File: config.mk
export PLATFORM = sky130hd
export DESIGN_NAME = shifter_arbiter
export DESIGN_NICKNAME = d
export VERILOG_FILES = /design/src/rtl/shifter_pkg.sv /design/src/rtl/shift_core.sv /design/src/rtl/shifter_arbiter.sv
export SDC_FILE = /design/constraint.sdc
export NUM_CORES = 1
export LEC_CHECK = 0
export BUFFER_PORTS_ARGS = -buffer_cell sky130_fd_sc_hd__clkbuf_2
export CAP_MARGIN = 20
export CELL_PAD_IN_SITES_DETAIL_PLACEMENT = 0
export CELL_PAD_IN_SITES_GLOBAL_PLACEMENT = 1
export CORE_MARGIN = 4
export CORE_UTILIZATION = 40
export CTS_BUF_LIST = sky130_fd_sc_hd__clkbuf_2
export CTS_CLUSTER_DIAMETER = 80
export DETAILED_ROUTE_END_ITERATION = 12
export PLACE_DENSITY = 0.94
export REMOVE_ABC_BUFFERS = 1
export SYNTH_ARGS = -nofsm -noshare
export SYNTH_HDL_FRONTEND = slang
export SYNTH_SLANG_ARGS = --single-unit
File: constraint.sdc
create_clock -name clk -period 4.87 [get_ports clk]
set_input_delay 0.974 -clock clk [delete_from_list [all_inputs] [get_ports clk]]
set_output_delay 0.974 -clock clk [all_outputs]
set_load 0.02 [all_outputs]
File: src/rtl/shifter_pkg.sv
// rtl/shifter_pkg.sv - shared op encodings, default widths and port ids for the shift arbiter
package shifter_pkg;

    localparam int DEF_N   = 8;
    localparam int DEF_SHW = 3;

    localparam logic [1:0] OP_SLL = 2'b00;
    localparam logic [1:0] OP_SRL = 2'b01;
    localparam logic [1:0] OP_ROL = 2'b10;
    localparam logic [1:0] OP_ROR = 2'b11;

    localparam logic PORT_ALU = 1'b0;
    localparam logic PORT_MEM = 1'b1;

endpackage

File: src/rtl/shift_core.sv
// rtl/shift_core.sv - combinational log2(N)-stage mux barrel shifter (SLL/SRL/ROL/ROR)
module shift_core
    import shifter_pkg::*;
#(
    parameter int N   = DEF_N,
    parameter int SHW = DEF_SHW
) (
    input  logic [N-1:0]   in,
    input  logic [SHW-1:0] sh,
    input  logic [1:0]     op,
    output logic [N-1:0]   out
);

    logic [N-1:0] stage [0:SHW];

    assign stage[0] = in;

    // Stage k moves by 2^k when sh[k] is set; 2^k never exceeds N/2, so both slices are non-empty.
    for (genvar k = 0; k < SHW; k++) begin : g_stage
        localparam int A = 1 << k;
        logic [N-1:0] moved;

        always_comb begin
            moved = stage[k];
            case (op)
                OP_SLL:  moved = {stage[k][N-1-A:0], {A{1'b0}}};
                OP_SRL:  moved = {{A{1'b0}}, stage[k][N-1:A]};
                OP_ROL:  moved = {stage[k][N-1-A:0], stage[k][N-1:N-A]};
                default: moved = {stage[k][A-1:0], stage[k][N-1:A]};
            endcase
        end

        assign stage[k+1] = sh[k] ? moved : stage[k];
    end

    assign out = stage[SHW];

endmodule

File: src/rtl/shifter_arbiter.sv
// rtl/shifter_arbiter.sv - round-robin sharing of one barrel shifter between two requesters
module shifter_arbiter
    import shifter_pkg::*;
#(
    parameter int N   = DEF_N,
    parameter int SHW = DEF_SHW
) (
    input  logic           clk,
    input  logic           rst,
    input  logic           req0_valid,
    output logic           req0_ready,
    input  logic [N-1:0]   req0_data,
    input  logic [SHW-1:0] req0_sh,
    input  logic [1:0]     req0_op,
    input  logic           req1_valid,
    output logic           req1_ready,
    input  logic [N-1:0]   req1_data,
    input  logic [SHW-1:0] req1_sh,
    input  logic [1:0]     req1_op,
    output logic           res_valid,
    input  logic           res_ready,
    output logic [N-1:0]   res_data,
    output logic           res_id,
    output logic [15:0]    gnt_cnt0,
    output logic [15:0]    gnt_cnt1
);

    logic           res_valid_q, res_valid_d;
    logic [N-1:0]   res_data_q,  res_data_d;
    logic           res_id_q,    res_id_d;
    logic           last_grant_q, last_grant_d;
    logic [15:0]    gnt_cnt0_q,  gnt_cnt0_d;
    logic [15:0]    gnt_cnt1_q,  gnt_cnt1_d;

    logic           slot_free;
    logic           grant0, grant1;
    logic           accept0, accept1;
    logic [N-1:0]   core_in;
    logic [SHW-1:0] core_sh;
    logic [1:0]     core_op;
    logic [N-1:0]   core_out;

    // On contention the port that did not win last time goes first.
    assign slot_free = !res_valid_q || res_ready;
    assign grant0    = req0_valid && (!req1_valid || last_grant_q == PORT_MEM);
    assign grant1    = req1_valid && (!req0_valid || last_grant_q == PORT_ALU);
    assign accept0   = grant0 && slot_free && !rst;
    assign accept1   = grant1 && slot_free && !rst;

    assign req0_ready = accept0;
    assign req1_ready = accept1;

    assign core_in = grant1 ? req1_data : req0_data;
    assign core_sh = grant1 ? req1_sh   : req0_sh;
    assign core_op = grant1 ? req1_op   : req0_op;

    shift_core #(
        .N   (N),
        .SHW (SHW)
    ) u_shift_core (
        .in  (core_in),
        .sh  (core_sh),
        .op  (core_op),
        .out (core_out)
    );

    always_comb begin
        res_valid_d  = res_valid_q;
        res_data_d   = res_data_q;
        res_id_d     = res_id_q;
        last_grant_d = last_grant_q;
        gnt_cnt0_d   = gnt_cnt0_q;
        gnt_cnt1_d   = gnt_cnt1_q;

        if (accept0 || accept1) begin
            res_valid_d  = 1'b1;
            res_data_d   = core_out;
            res_id_d     = accept1 ? PORT_MEM : PORT_ALU;
            last_grant_d = accept1 ? PORT_MEM : PORT_ALU;
            if (accept0) gnt_cnt0_d = gnt_cnt0_q + 16'd1;
            if (accept1) gnt_cnt1_d = gnt_cnt1_q + 16'd1;
        end else if (res_valid_q && res_ready) begin
            res_valid_d = 1'b0;
        end
    end

    always_ff @(posedge clk) begin
        if (rst) begin
            res_valid_q  <= 1'b0;
            res_data_q   <= '0;
            res_id_q     <= PORT_ALU;
            last_grant_q <= PORT_MEM;
            gnt_cnt0_q   <= 16'd0;
            gnt_cnt1_q   <= 16'd0;
        end else begin
            res_valid_q  <= res_valid_d;
            res_data_q   <= res_data_d;
            res_id_q     <= res_id_d;
            last_grant_q <= last_grant_d;
            gnt_cnt0_q   <= gnt_cnt0_d;
            gnt_cnt1_q   <= gnt_cnt1_d;
        end
    end

    assign res_valid = res_valid_q;
    assign res_data  = res_data_q;
    assign res_id    = res_id_q;
    assign gnt_cnt0  = gnt_cnt0_q;
    assign gnt_cnt1  = gnt_cnt1_q;

endmodule
# After elaboration in Yosys (flattened, before gate mapping)
# Cells that the tools add are included.
# Widths: inputs -> output; s select.
dict set report word_totals {
  register_bits 43
  input_bits 31
  output_inout_bits 44
  elab_cells 42
}
dict set report classes {
  addsub 2
  n_eq_ne 2
  mux 12
  bitwise 1
  n_reduce_logical 19
}
# cell count
set ops {}
lappend ops {{$pmux 8 s3} 2}
lappend ops {{$add 16x1->16 const B} 2}
lappend ops {{$mux 8} 4}
lappend ops {{$pmux 8 s2} 1}
lappend ops {{$logic_and 1x1->1} 7}
lappend ops {{$logic_not 1->1} 4}
lappend ops {{$logic_or 1x1->1} 4}
lappend ops {{$reduce_and 2->1} 2}
lappend ops {{$mux 1} 3}
lappend ops {{$mux 3} 1}
lappend ops {{$eq 2x1->1 const B} 1}
lappend ops {{$eq 2x2->1 const B} 1}
lappend ops {{$logic_not 2->1} 1}
lappend ops {{$mux 2} 1}
lappend ops {{$reduce_bool 2->1} 1}
lappend ops {{$not 1->1} 1}

# Depth between registers and ports, before layout
dict set report depth {
  word_depth 11
  ltp_mapped 8
  ltp_nobuf 6
}

# Hierarchy
# From an unflattened synthesis, not the netlist that was laid out.
dict set report unflattened {
  hier_cells 323
  area_unflattened_um2 2722.6
}
# mod instances cells_each area_per_inst_um2 seq_area_each_um2
set modules_own_cells {}
lappend modules_own_cells {shifter_arbiter 1 236 2090.8 860.8}
lappend modules_own_cells {shift_core 1 87 631.9 0.0}

# Worst setup path after synthesis
# Ideal clock, no wire load.
dict set report synth_timing {
  path_type {input -> output}
  startpoint {input rst}
  endpoint {output req0_ready}
  t_arrival_ns 1.910
  t_required_ns 3.896
  setup_slack_ns 1.986
  cell_stages 2
  path_buffers 1
  cell_sequence {buf_4 -> a2111oi_4}
}
dict set report synth_via {
  elab_chain_len 2
}
# item line_no
set synth_rtl {}
lappend synth_rtl {{start: declaration} shifter_arbiter.sv:9} ;# input logic rst,
lappend synth_rtl {{$logic_not 1->1} shifter_arbiter.sv:47} ;# assign accept0 = grant0 && slot_free && !rst;
lappend synth_rtl {{$logic_and 1x1->1} shifter_arbiter.sv:47}
lappend synth_rtl {{end: declaration} shifter_arbiter.sv:11} ;# output logic req0_ready,
# No other way between the ends.

# Worst setup path after layout
# Ends and elaborated chain as after synthesis.

==> results.cfg <==
[outcome]
status = complete, no violations

[sta]
finClkSkew_ns = 0.0180
relSlewSlack_pct = 39.3
worstMarginPinSlew_ns = 0.911
fmax_mhz = 295
rsz0062_at_grt = false
fin_setup_tns_ns = 0
drv_slew = 0
finalCriticalPeriod_ns = 3.39
hold_violations = 0
timing.final.crit_share_pct = 69.6
setup_viol = 0

[die]
die_h_microns = 92.4
die_area_sq_um = 8540
die_x_microns = 92.4
fp-row-count = 30
core-area_sq_um = 6870
io_pins = 75
start_util_pct = 41.5

[power_and_ir_drop]
p_leak_nw = 1.31
peakVddDrop_v = 0.0000749
power.density_nw_per_um2 = 214

[routing]
wl_mm = 7.04
vias = 2794
ant_nets = 0
dr.first_iter.drc_count = 138
vias_per_cell = 5.46
firstDrtPassIters = 4
wire_per_inst_microns = 13.7
drc = 0

[placement]
place.port_buffers = 74
dp.cells = 503
place_hpwl_mm = 5.36
globalplace.congestion = 0.899

[global_route]
antenna_found_initial = 0
grt_pass1_wl_mm = 11.5
track_usage_pct = 16.0
grt_pass1_vias = 2481
grt-ovfl-total = 0
grt_max_degree = 44

[critical_path]
required_ns = 3.90
worstPathArrival_ns = 2.42
cp_max_fo = 43
path_class = input port to output pin
cp-start-kind = input port
cp-startpoint = rst
timing.rr.start = last_grant_q
end_kind = output pin

[final_layout]
fin_cells = 512
syn2layout_area_growth_pct = 15.4
drive_gt1_share_pct = 24.8
nNetsFinal = 448
diodes = 0

[synth]
synth.avg_cell_area_sq_um = 8.10
synth_edf_count = 0
synth_warnings = 0
yosys.area.top_type_share_pct = 30.2
syn_inst = 352
synth_most_common_cell = nor2_1
synth_cell_types = 57
synth_top_area_cell = dfxtp_1
synth-main-ff-cell = dfxtp_1
syn_area_sq_um = 2850
synth.area.top_cells = dfxtp_1, nor2_1, mux2i_1
synthTopCellsByCount = nor2_1, dfxtp_1, nand2_1
ys_seq_area_share_pct = 30.2
ys_seq_elements = 43
ys_async_sr_fraction_pct = 0

[cts]
cts_root_buf = clkbuf_2
cts-buffers-inserted = 5
cts_max_level = 2
cts_max_path_buffers = 2
clkTransAtPathRegs_ns = 0.21
cts_sinks = 43
ctsResizeCount = 0
postCtsSetupRepairBufs = 0
clk_latency_ns = 0.40
cts_hold_buf = 0
cts_tree = done

[run]
cap_violations = 0

[min_path]
holdCritStartpoint = res_id
hp-class = flop to flop
## layer usage
layer / vias to the layer above / global-route usage, % / part of all wire [%]
li1: 1398 / - / -
met1: 1297 / 22.5 / 46
met2: 93 / 25.3 / 46
met3: 6 / 3.25 / 7.5
met4: 0 / 3.47 / 0.65
met5: - / 0 / 0
## cell type report
class                           count  area, sq um
Timing Repair Buffer               76          385
Clock inverter                      3         15.0
Sequential cell                    43          861
Inverter                           11         41.3
Fill cell                         697         3580
Clock buffer                        5         25.0
Multi-Input combinational cell    278         1840
Tap cell                           96          120
## worst max-delay path, cell delays in order
cell	delay, ns
clkbuf_2	0.50
a2111oi_4	0.48
buf_4	0.25
clkbuf_2	0.20
## cell families after synthesis
| group | share of synthesized area (%) |
|---|---|
| buf+inv | 5.22 |
| mux | 9.48 |
| xor+xnor | 7.37 |
| fa+ha+maj | 0.878 |
| flops | 30.2 |
| simple gates | 28.6 |
| compound gates | 18.2 |
## placed cells by master (no fill, tap or decap), drive strengths merged, types with 5 or more instances in the layout
master,count
mux2i,18
inv,11
nor3,13
or3,6
o21ai,15
xnor2,14
a21oi,14
nand3,25
a31oi,5
nor2,55
a211oi,11
a311oi,5
dfxtp,43
clkbuf,79
nand4,8
o211ai,6
xor2,10
nand2,28
## sequential cells by signal, indices dropped and copies added, names as in the netlist
name	cells
gnt_cnt0	16
gnt_cnt1	16
last_grant_q	1
res_data	8
res_id	1
res_valid	1
## where the power goes
part	internal (mW)	total [mW]	switching, mW	leakage, nW
Combinational	0.0701	0.188	0.118	0.935
Sequential	0.364	0.372	0.00850	0.349
Clock	0.0320	0.144	0.112	0.0241
Total	0.466	0.705	0.239	1.31
## per-stage QoR
step           setup WS [ns]  instance area, sq um  utilization (%)  hold slack [ns]  total power [mW]
5_1_grt                 1.40                  3290             47.9            0.506             0.743
3_5_place_dp            1.47                  3240             47.2            0.460             0.565
2_1_floorplan           2.12                  2740                -            0.528             0.494
4_1_cts                 1.47                  3280             47.8            0.483             0.708
3_3_place_gp            1.50                  3240             47.2            0.453             0.563
6_report                1.48                  3290             47.9            0.482             0.705
## worst paths after layout
| check | end | slack (ns) | cells past startpoint |
|---|---|---|---|
| max | req0_ready | 1.48 | 4 |
| min | res_id | 0.48 | 2 |
| max reg2reg | res_data[7] | 2.39 | 6 |
| min reg2reg | res_id | 0.48 | 2 |
Note: power is estimated with default switching activity, not from simulation.
